### config.mk
export PLATFORM = sky130hd
export DESIGN_NAME = reg_file_wb_arbiter
export DESIGN_NICKNAME = d
export VERILOG_FILES = /design/src/rtl/reg_file_wb_arbiter.sv
export SDC_FILE = /design/constraint.sdc
export NUM_CORES = 1
export LEC_CHECK = 0
export BUFFER_PORTS_ARGS = -buffer_cell sky130_fd_sc_hd__clkbuf_2
export CAP_MARGIN = 20
export CELL_PAD_IN_SITES_DETAIL_PLACEMENT = 0
export CELL_PAD_IN_SITES_GLOBAL_PLACEMENT = 1
export CORE_MARGIN = 5
export CORE_UTILIZATION = 36
export DETAILED_ROUTE_END_ITERATION = 8
export PLACE_DENSITY = 0.92
export SYNTH_ARGS = -nofsm -noshare
export SYNTH_HDL_FRONTEND = slang
export SYNTH_SLANG_ARGS = --single-unit
### constraint.sdc
create_clock -name clock -period 4.05 [get_ports clock]
set_input_delay 0.6075 -clock clock [delete_from_list [all_inputs] [get_ports clock]]
set_output_delay 0.6075 -clock clock [all_outputs]
set_load 0.05 [all_outputs]
### src/rtl/reg_file_wb_arbiter.sv
// reg_file_wb_arbiter: shares the reg_file write port between ALU and load writeback and tracks pending destinations.
// Define WB_ROUND_ROBIN_EN to replace mem priority plus ALU starvation override with round-robin on contention.
module reg_file_wb_arbiter #(
  parameter int data_width    = 32,
  parameter int address_width = 5,
  parameter int reg_depth     = 32,
  parameter int STARVE_LIMIT  = 4
) (
  input  logic                     clock,
  input  logic                     reset,
  input  logic                     alu_valid,
  output logic                     alu_ready,
  input  logic [address_width-1:0] alu_addr,
  input  logic [data_width-1:0]    alu_data,
  input  logic                     mem_valid,
  output logic                     mem_ready,
  input  logic [address_width-1:0] mem_addr,
  input  logic [data_width-1:0]    mem_data,
  input  logic                     issue_valid,
  input  logic [address_width-1:0] issue_addr,
  output logic                     write_enable,
  output logic [address_width-1:0] address_d,
  output logic [data_width-1:0]    data_dval,
  output logic [reg_depth-1:0]     pending
);
  localparam int cw = $clog2(STARVE_LIMIT + 1);
  logic [cw-1:0]            starve_q, starve_d;
  logic                     wr_en_q, wr_en_d;
  logic [address_width-1:0] wr_addr_q, wr_addr_d;
  logic [data_width-1:0]    wr_data_q, wr_data_d;
  logic [reg_depth-1:0]     pending_q, pending_d;
  logic                     alu_pri, xfer;
  logic [address_width-1:0] sel_addr;
  logic [data_width-1:0]    sel_data;
  logic [reg_depth-1:0]     set_mask, clr_mask;
`ifdef WB_ROUND_ROBIN_EN
  logic last_alu_q, last_alu_d;
  assign alu_pri = !last_alu_q;
`else
  assign alu_pri = starve_q == cw'(STARVE_LIMIT);
`endif
  always_comb begin
    alu_ready = reset && alu_valid && (!mem_valid || alu_pri);
    mem_ready = reset && mem_valid && !alu_ready;
    xfer      = alu_ready || mem_ready;
    sel_addr  = alu_ready ? alu_addr : mem_addr;
    sel_data  = alu_ready ? alu_data : mem_data;
    starve_d  = (!alu_valid || alu_ready) ? '0 :
                (starve_q == cw'(STARVE_LIMIT)) ? starve_q : starve_q + 1'b1;
    // Register 0 is hardwired: accept the transfer but never pulse the write.
    wr_en_d   = xfer && (sel_addr != '0);
    wr_addr_d = xfer ? sel_addr : wr_addr_q;
    wr_data_d = xfer ? sel_data : wr_data_q;
    clr_mask  = xfer ? reg_depth'(1) << sel_addr : '0;
    set_mask  = issue_valid ? reg_depth'(1) << issue_addr : '0;
    // Set applied after clear so a newer in-flight producer keeps its bit.
    pending_d = ((pending_q & ~clr_mask) | set_mask) & ~reg_depth'(1);
  end
`ifdef WB_ROUND_ROBIN_EN
  assign last_alu_d = (alu_valid && mem_valid && xfer) ? alu_ready : last_alu_q;
  always_ff @(posedge clock) begin
    if (!reset) last_alu_q <= 1'b1;
    else        last_alu_q <= last_alu_d;
  end
`endif
  always_ff @(posedge clock) begin
    if (!reset) begin
      starve_q  <= '0;
      wr_en_q   <= 1'b0;
      wr_addr_q <= '0;
      wr_data_q <= '0;
      pending_q <= '0;
    end else begin
      starve_q  <= starve_d;
      wr_en_q   <= wr_en_d;
      wr_addr_q <= wr_addr_d;
      wr_data_q <= wr_data_d;
      pending_q <= pending_d;
    end
  end
  assign write_enable = wr_en_q;
  assign address_d    = wr_addr_q;
  assign data_dval    = wr_data_q;
  assign pending      = pending_q;
endmodule

### Yosys cells after proc, flatten, opt, wreduce, memory -nomap -nowiden

Index checks and enable logic that the tools add are counted.

| word-level totals | value |
|---|---|
| register bits after elaboration | 73 |
| word-level logic and storage cells | 31 |
| bits of input ports | 84 |

| operators by class | value |
|---|---|
| shift-type cells | 2 |
| bitwise operators | 4 |
| reduce and logical (&&, ||, !) cells | 13 |
| add/sub/neg operators | 1 |
| equal/unequal tests | 1 |
| muxes and demuxes | 4 |

Operators by type and width:

| kind | number |
|---|---|
| 32-bit two-way mux | 3 |
| 1-bit by 5-bit left shift with 32-bit output (first input constant) | 2 |
| 32-bit bitwise AND | 1 |
| 32-bit NOT | 1 |
| 32-bit OR | 1 |
| 1-bit logical AND | 5 |
| 5-bit two-way mux | 1 |
| 5-bit nonzero test | 1 |
| 3-bit by 1-bit adder with 3-bit output (second input constant) | 1 |
| 3-bit == test (second input constant) | 1 |
| 1-bit logical NOT | 3 |
| 1-bit logical OR | 3 |
| 2-bit OR reduction | 1 |
| 1-bit NOT | 1 |

### Logic depth before layout (Yosys ltp)

Gate-level depths: netlist of run 1.

| depth | value |
|---|---|
| depth in word-level cells | 10 |
| gate-level depth with buffers | 9 |
| mapped depth without buffers | 7 |

### Worst setup path after synthesis of run 1

No wires, ideal clock.

| timing path | value |
|---|---|
| kind | input-to-output |
| start | input alu_valid |
| end | output mem_ready |
| stages on the path | 6 |
| path slack | 1.559 ns |
| arrival | 1.883 ns |
| path buffers | 3 |
| cell sequence | buf_6 and2_0 clkbuf_1 nand2_1 clkbuf_1 and3_1 |

| on the way | value |
|---|---|
| word-level cells in the longest chain between the ends | 4 |

Ends and longest elaborated chain:

| element | RTL line | source |
|---|---|---|
| start: declaration | 11 | `input logic alu_valid,` |
| 1-bit logical AND (2 in a row) | 43 | `alu_ready = reset && alu_valid && (!mem_valid \|\| alu_pri);` |
| 1-bit logical NOT | 44 | `mem_ready = reset && mem_valid && !alu_ready;` |
| 1-bit logical AND | 44 |  |
| end: declaration | 16 | `output logic mem_ready,` |

No other way between the ends.

### Worst setup path after layout of run 1

| timing path | value |
|---|---|
| start | input reset |
| end | output alu_ready |

| on the way | value |
|---|---|
| word-level cells in the longest chain between the ends | 2 |

Ends and longest elaborated chain:

| element | RTL line | source |
|---|---|---|
| start: declaration | 10 | `input logic reset,` |
| 1-bit logical AND (2 in a row) | 43 |  |
| end: declaration | 12 | `output logic alu_ready,` |

No other way between the ends.

==> flow_summary.json, run 1 <==
{
  "worstPathMaxFanout": 29,
  "p_per_area_nw_per_um2": 379,
  "min_period_ns": 3.10,
  "synth.top_cell.area_share_pct": 41.3,
  "wire_per_inst_um": 16.7,
  "synth_area_leaders": "dfxtp_1, mux2i_1, o21ai_0",
  "synth-edff-count": 0,
  "initial_core_util_pct": 36.3,
  "worst_clock_skew_ns": 0.00537,
  "post_cts_buffers": 0,
  "antenna_left": 0,
  "seqCellArea_um2": 1440,
  "hold_class": "reg -> reg",
  "leakage_nw": 2.09,
  "die_h_um": 108,
  "cts.path.max_buffers": 2,
  "portBuffers": 154,
  "root_buffer": "clkbuf_8",
  "syn_inst": 405,
  "grt_setup_unrepaired": "false",
  "route.detailed.drc": 0,
  "netlist_area_um2": 3490,
  "grt_usage_pct": 19.1,
  "worst_slew_pin_slew_ns": 0.722,
  "fmax_ghz": 0.322,
  "synth_cell_type_count": 48,
  "synth-seq-cells": 72,
  "hold_viol_final": 0,
  "ir_drop_uv": 187,
  "fill_cells": 970,
  "ys_warn_count": 0,
  "grt.overflow.total": 0,
  "cts_buffers": 9,
  "yosysSeqAreaShare_pct": 41.3,
  "endpoint_kind": "primary output",
  "grt_pass1_wl_um": 17500,
  "crit_family": "buffers and inverters",
  "cts_resized": 0,
  "rows": 36,
  "ys_async_sr_fraction_pct": 0,
  "dr.pass1.iters": 5,
  "max_slew_margin_pct": 51.9,
  "multiInputGateArea_um2": 1900,
  "drtIter0Drc": 202,
  "synthFlopType": "dfxtp_1",
  "htree_levels": 3,
  "antenna_found_initial": 0,
  "core_um2": 9590,
  "final_layout_size_suffix_gt1_share_pct": 32.4,
  "num_io_pins": 156,
  "wirelength_um": 11300,
  "grt_max_degree": 59,
  "path_buf_inv": 3,
  "avgSynthCellArea_um2": 8.61,
  "slowest_stage": "and2_0",
  "r2r-start": "starve_q[0]",
  "utilization_pct": 47.2,
  "cts_hold_buf": 0,
  "setup_viol_count_final": 0,
  "syn_nets": 491,
  "critPathMaxStageDelay_ns": 0.65,
  "yosysTopAreaCell": "dfxtp_1",
  "grt_pass1_vias": 3557,
  "setup_tns_ns": 0,
  "dp_hpwl_um": 8740,
  "cts_tree": "yes",
  "syn_to_final_growth_pct": 30.0,
  "clk_latency_ns": 0.34,
  "die_x_um": 108,
  "cp-start-kind": "input port",
  "diodes": 0,
  "clock-sinks": 72,
  "route.vias.total": 3722,
  "layout_commonest_cell": "clkbuf_2",
  "criticalPathCategory": "in -> out",
  "period_share_pct": 76.6,
  "critPathLaunch": "reset",
  "slew_viol_final": 0,
  "nNetsFinal": 627,
  "critPathArrivalTime_ns": 2.49,
  "die_area_um2": 11800,
  "crit_path_frequent_cell": "clkbuf_2",
  "path_clk_slew_ns": 0.07,
  "vias_per_cell": 5.48,
  "cp.required_ns": 3.44,
  "final_cell_mix": "clkbuf_2, dfxtp_1, o21ai_0, nand2_1, nand3_1",
  "status": "finished, final reports clean",
  "drv_cap": 0,
  "cp_cell_sequence": "clkbuf_2, and2_0, nand2_2, inv_2, clkbuf_2",
  "min-delay-start": "starve_q[0]",
  "finalWeightedCongestion": 0.907
}
[through the flow]
stage / power [mW] / std cells / instance area [um^2] / worst slack [ns] / hold slack [ns]
after floorplan: 1.04 / 405 / 3490 / 1.56 / 0.432
after global placement: 1.15 / 662 / 4310 / 1.03 / 0.440
after detailed placement: 1.16 / 663 / 4330 / 0.978 / 0.457
after CTS: 1.73 / 679 / 4530 / 0.966 / 0.467
after global routing: 1.80 / 679 / 4530 / 0.775 / 0.495
final: 1.72 / 679 / 4530 / 0.948 / 0.470
[area by class of cell]
class,count,share of cell area [%]
clock buffer,13,3.51
clock inverter,3,0.883
inverter,3,0.248
multi-input combinational,298,42.0
sequential,72,31.8
tap,133,3.67
timing repair buffer,157,17.9
[synth_stat cells (2+ instances only)]
master,count
a22o_1,7
a22oi_1,23
a31oi_1,8
a32o_1,7
and2_1,2
and3_1,4
buf_2,5
buf_6,2
clkbuf_1,23
dfxtp_1,72
ha_1,2
inv_1,2
mux2i_1,30
nand2_1,47
nand2b_1,2
nand3_1,35
nand4_1,10
nand4b_1,5
nor2_1,8
nor2b_1,7
nor3_1,4
nor3b_1,3
o2111ai_1,6
o21ai_0,46
o21ai_1,3
o22ai_1,20
[registers in the layout, summed over array words and instances, names as in the netlist]
signal        flops
data_dval        32
address_d         5
pending          31
write_enable      1
starve_q          3
[cell families after synthesis]
| family | after synthesis | share of synthesized area (%) |
|---|---|---|
| fa+ha+maj | 2 | 0.718 |
| buf+inv | 35 | 4.49 |
| mux | 30 | 8.61 |
| flops | 72 | 41.3 |
| compound gates | 129 | 24.7 |
| other cells | 1 | 0.108 |
| simple gates | 136 | 20.1 |
[per-layer routing]
layer | routed length [um] | track usage [%] | vias to the layer above
li1 | - | - | 1810
met4 | 225 | 7.21 | 0
met2 | 5150 | 30.9 | 198
met5 | 0 | 0 | -
met3 | 1290 | 7.22 | 26
met1 | 4640 | 23.0 | 1688
[where the power goes]
| group | switching (mW) | internal (mW) |
|---|---|---|
| sequential | 0.0210 | 0.747 |
| combinational | 0.270 | 0.102 |
| clock | 0.260 | 0.317 |
[worst paths after layout]
kind                                      end  cells past startpoint  slack (ns)
worst max register to register  data_dval[11]                      7        1.76
worst min register to register    starve_q[0]                      1        0.47
worst max-delay path                alu_ready                      5        0.95
worst min-delay path              starve_q[0]                      1        0.47
(Power assumes the default switching activity.)
==> run 2: changes to the inputs <==
CORE_UTILIZATION = 30   (was 36)
PLACE_DENSITY = 0.82   (was 0.92)
clock period = 2.7 ns   (was 4.05 ns; I/O delays follow)
==> run 2 against run 1 <==
Clock skew decreased by 0.0013 ns; design area increased by 3.7%; sequential cell count unchanged; non-clock buffer count up 5; core utilization decreased by 6.1 points; global-route usage is 3.1 points lower; register-to-register slack worse by 1.3 ns; via count shrank 0.21%; first-iteration DRC count is 61% higher; combinational power increased by 50%; die area grew 18%; critical endpoint is now mem_ready; largest power group is now clock.
==> flow_summary.json, run 2 (same netlist as run 1, synthesis figures left out) <==
{
  "criticalPathCategory": "reg -> out",
  "grt_max_degree": 60,
  "initial_core_util_pct": 30.5,
  "status": "finished, final reports clean",
  "antenna_left": 0,
  "dp.cells": 678,
  "hold_class": "in -> reg",
  "r2r-start": "starve_q[0]",
  "hold_viol_final": 0,
  "cts.path.max_buffers": 2,
  "cp-start-kind": "register",
  "die_x_um": 118,
  "cp.required_ns": 2.30,
  "post_cts_buffers": 0,
  "dr.pass1.iters": 5,
  "fmax_ghz": 0.403,
  "route.detailed.drc": 0,
  "wire_per_inst_um": 16.4,
  "die_area_um2": 13900,
  "setup_tns_ns": 0,
  "final_layout_size_suffix_gt1_share_pct": 33.2,
  "busiest_layer": "met2",
  "clk_latency_ns": 0.33,
  "grt_usage_pct": 16.0,
  "layout_commonest_cell": "clkbuf_2",
  "fin_cells": 694,
  "worst_clock_skew_ns": 0.00403,
  "endpoint": "mem_ready",
  "die_h_um": 118,
  "critPathArrivalTime_ns": 2.08,
  "syn_to_final_growth_pct": 34.9,
  "portBuffers": 154,
  "worst_slew_pin_slew_ns": 0.625,
  "setup_viol_count_final": 0,
  "nNetsFinal": 632,
  "htree_levels": 3,
  "final_cell_mix": "clkbuf_2, dfxtp_1, o21ai_0, nand2_1, nand3_1",
  "worstPathMaxFanout": 19,
  "num_io_pins": 156,
  "diodes": 0,
  "reg2reg_slack_ns": 0.42,
  "path_clk_slew_ns": 0.06,
  "core_um2": 11400,
  "max_slew_margin_pct": 57.8,
  "largest_register_ffs": 32,
  "min_path_cells": 3,
  "ir_drop_uv": 278,
  "min_period_ns": 2.48,
  "cts_tree": "yes",
  "clock-sinks": 72,
  "cts_hold_buf": 0,
  "slew_viol_final": 0,
  "antenna_found_initial": 0,
  "route.vias.total": 3714,
  "rows": 39,
  "grt.overflow.total": 0,
  "drv_cap": 0,
  "dp_hpwl_um": 8780,
  "endpoint_kind": "primary output",
  "grt_pass1_vias": 3586,
  "p_per_area_nw_per_um2": 639,
  "wirelength_um": 11400,
  "leakage_nw": 2.16,
  "cts_buffers": 9,
  "use_met2_pct": 23.8,
  "finalWeightedCongestion": 0.844,
  "grt_setup_unrepaired": "false",
  "grt_pass1_wl_um": 18300,
  "vias_per_cell": 5.35,
  "grt.met3_usage_pct": 6.39,
  "reg2regPathDepth": 7,
  "fin_hold_ws_ns": 0.306,
  "cts_resized": 0,
  "worstReg2RegEnd": "data_dval[21]",
  "grt_use_met1_pct": 20.3,
  "root_buffer": "clkbuf_16",
  "critPathLaunch": "starve_q[0]",
  "period_share_pct": 91.9,
  "drtIter0Drc": 325
}
[run 2: cell count changes in the layout (fill, tap and decap cells not counted), sizes merged]
cell,previous run,this run
clkinvlp,0,2
bufinv,1,2
clkbuf,167,164
buf,3,9
clkinv,2,1
[run 2: where the power goes]
| part | internal [mW] | total [mW] | switching, mW |
|---|---|---|---|
| clock | 0.833 | 1.29 | 0.459 |
| sequential | 1.12 | 1.15 | 0.0307 |
| combinational | 0.157 | 0.559 | 0.403 |
[run 2: worst min path at each step]
stage,startpoint,endpoint,slack (ns)
6_report,alu_data[31],data_dval[31],0.31
5_1_grt,mem_data[31],data_dval[31],0.32
4_1_cts,mem_data[31],data_dval[31],0.29
3_5_place_dp,starve_q[0],starve_q[0],0.46
3_3_place_gp,starve_q[0],starve_q[0],0.45
2_1_floorplan,starve_q[0],starve_q[0],0.43
[run 2: final cells by class]
class | count | area (um^2)
fill | 1190 | 6720
multi-input combinational | 298 | 1900
sequential | 72 | 1440
timing repair buffer | 162 | 846
clock buffer | 11 | 243
tap | 143 | 179
clock inverter | 5 | 80.1
inverter | 3 | 11.3
[run 2: layer usage]
layer	up-vias	wire [um]
met1	1677	4980
met3	27	1180
met5	-	0
met4	0	329
met2	195	4900
li1	1815	-
[run 2: through the flow]
stage | instance area (um^2) | setup slack [ns] | power (mW) | util (%)
after floorplan | 3490 | 0.508 | 1.55 | -
after global placement | 4380 | 0.550 | 1.73 | 38.4
after detailed placement | 4380 | 0.449 | 1.74 | 38.4
after global routing | 4700 | 0.0925 | 3.12 | 41.2
after CTS | 4700 | 0.221 | 3.03 | 41.2
final | 4700 | 0.220 | 3.00 | 41.2
[run 2: worst max-delay path: stages (launching register included)]
cell and delay [ns]:
dfxtp_1 0.33, inv_1 0.06, ha_1 0.21, a21bo_1 0.48
nand2_2 0.19, and3_1 0.24, clkbuf_2 0.23
==> run 3: changes to the inputs <==
MAX_ROUTING_LAYER = met4   (was not set)
RECOVER_POWER = 25   (was not set)
==> run 3 against run 2 <==
Core utilization fell by 0.37 points; fmax fell by 0.37%; critical endpoint unchanged; critical path type unchanged; via count fell by 0.57%; power fell by 0.21%; combinational power fell by 1%; global-route usage rose by 0.46 points; design area fell by 0.90%; sequential share of layout area rose by 0.28 points; die area did not move; cell count did not move.
==> flow_summary.json, run 3 (same netlist as run 1, synthesis figures left out) <==
{
  "fin_cells": 694,
  "status": "finished, final reports clean",
  "worstPathMaxFanout": 19,
  "vias_per_cell": 5.32,
  "core_um2": 11400,
  "endpoint_kind": "primary output",
  "drtIter0Drc": 291,
  "setup_viol_count_final": 0,
  "grt.overflow.total": 0,
  "initial_core_util_pct": 30.5,
  "hold_viol_final": 0,
  "grt_max_degree": 60,
  "utilization_pct": 40.8,
  "grt_setup_unrepaired": "false",
  "postPlaceCellArea_um2": 4380,
  "wire_per_inst_um": 16.5,
  "largest_register_ffs": 32,
  "rows": 39,
  "final_cell_mix": "clkbuf_2, dfxtp_1, o21ai_0, nand2_1",
  "dp.cells": 678,
  "clk_latency_ns": 0.33,
  "period_share_pct": 92.2,
  "grt_pass1_vias": 3598,
  "pre_cts_slack_ns": 0.449,
  "grt_usage_pct": 16.4,
  "fill_cells": 1202,
  "htree_levels": 3,
  "die_area_um2": 13900,
  "route.detailed.drc": 0,
  "cp.required_ns": 2.30,
  "dp_hpwl_um": 8780,
  "route.vias.total": 3693,
  "slew_viol_final": 0,
  "cts_resized": 0,
  "fmax_ghz": 0.402,
  "root_buffer": "clkbuf_16",
  "antenna_left": 0,
  "drv_cap": 0,
  "wirelength_um": 11400,
  "finalWeightedCongestion": 0.857,
  "layout_commonest_cell": "clkbuf_2",
  "cts_tree": "yes",
  "cts_buffers": 9,
  "ir_drop_uv": 277,
  "num_io_pins": 156,
  "critPathArrivalTime_ns": 2.08,
  "antenna_found_initial": 0,
  "seqCellArea_um2": 1440,
  "multiInputGateArea_um2": 1900,
  "setup_tns_ns": 0,
  "portBuffers": 154,
  "post_cts_buffers": 0,
  "min_period_ns": 2.49,
  "p_per_area_nw_per_um2": 643,
  "die_x_um": 118,
  "finalInstanceArea_um2": 4660,
  "die_h_um": 118,
  "cp-start-kind": "register",
  "finalWorstSetupSlack_ns": 0.211,
  "criticalPathCategory": "reg -> out",
  "hold_class": "in -> reg",
  "grt_pass1_wl_um": 18300,
  "final_layout_size_suffix_gt1_share_pct": 27.0,
  "clock-sinks": 72,
  "diodes": 0,
  "dr.pass1.iters": 5,
  "worst_slew_pin_slew_ns": 0.627,
  "cts.path.max_buffers": 2,
  "worst_clock_skew_ns": 0.00461,
  "syn_to_final_growth_pct": 33.7,
  "nNetsFinal": 632,
  "cts_hold_buf": 0,
  "path_clk_slew_ns": 0.06,
  "leakage_nw": 2.05,
  "max_slew_margin_pct": 57.6
}
run 3: per-stage QoR:
step	total power, mW	hold WS [ns]
after detailed placement	1.74	0.465
final	3.00	0.307
after CTS	3.03	0.294
after floorplan	1.55	0.432
after global routing	3.12	0.315
after global placement	1.73	0.448
run 3: worst paths after layout:
| check | start | end | slack (ns) | cells past startpoint |
|---|---|---|---|---|
| min | alu_data[31] | data_dval[31] | 0.31 | 3 |
| max reg2reg | starve_q[0] | data_dval[21] | 0.42 | 7 |
| max | starve_q[0] | mem_ready | 0.21 | 6 |
| min reg2reg | data_dval[24] | data_dval[24] | 0.48 | 2 |
run 3: critical path: stages (launching register included):
cell and delay (ns):
dfxtp_1 0.33, inv_1 0.06, ha_1 0.21, a21bo_1 0.49, nand2_2 0.20, and3_1 0.24
clkbuf_2 0.23
run 3: per-layer routing:
| metal | track usage (%) | vias up | wire [um] |
|---|---|---|---|
| li1 | - | 1811 | - |
| met3 | 5.48 | 26 | 1180 |
| met5 | - | - | 0 |
| met1 | 20.8 | 1647 | 5020 |
| met4 | 7.10 | 0 | 310 |
| met2 | 23.9 | 209 | 4940 |
run 3: final cells by class:
| class | count | area share, % |
|---|---|---|
| multi-input combinational | 298 | 40.8 |
| clock buffer | 11 | 5.21 |
| tap | 143 | 3.84 |
| sequential | 72 | 30.9 |
| inverter | 3 | 0.242 |
| timing repair buffer | 162 | 17.2 |
| clock inverter | 5 | 1.72 |
run 3: power by group:
group | switching (mW) | leakage, nW | internal (mW)
combinational | 0.403 | 1.30 | 0.149
sequential | 0.0306 | 0.591 | 1.12
clock | 0.460 | 0.152 | 0.833
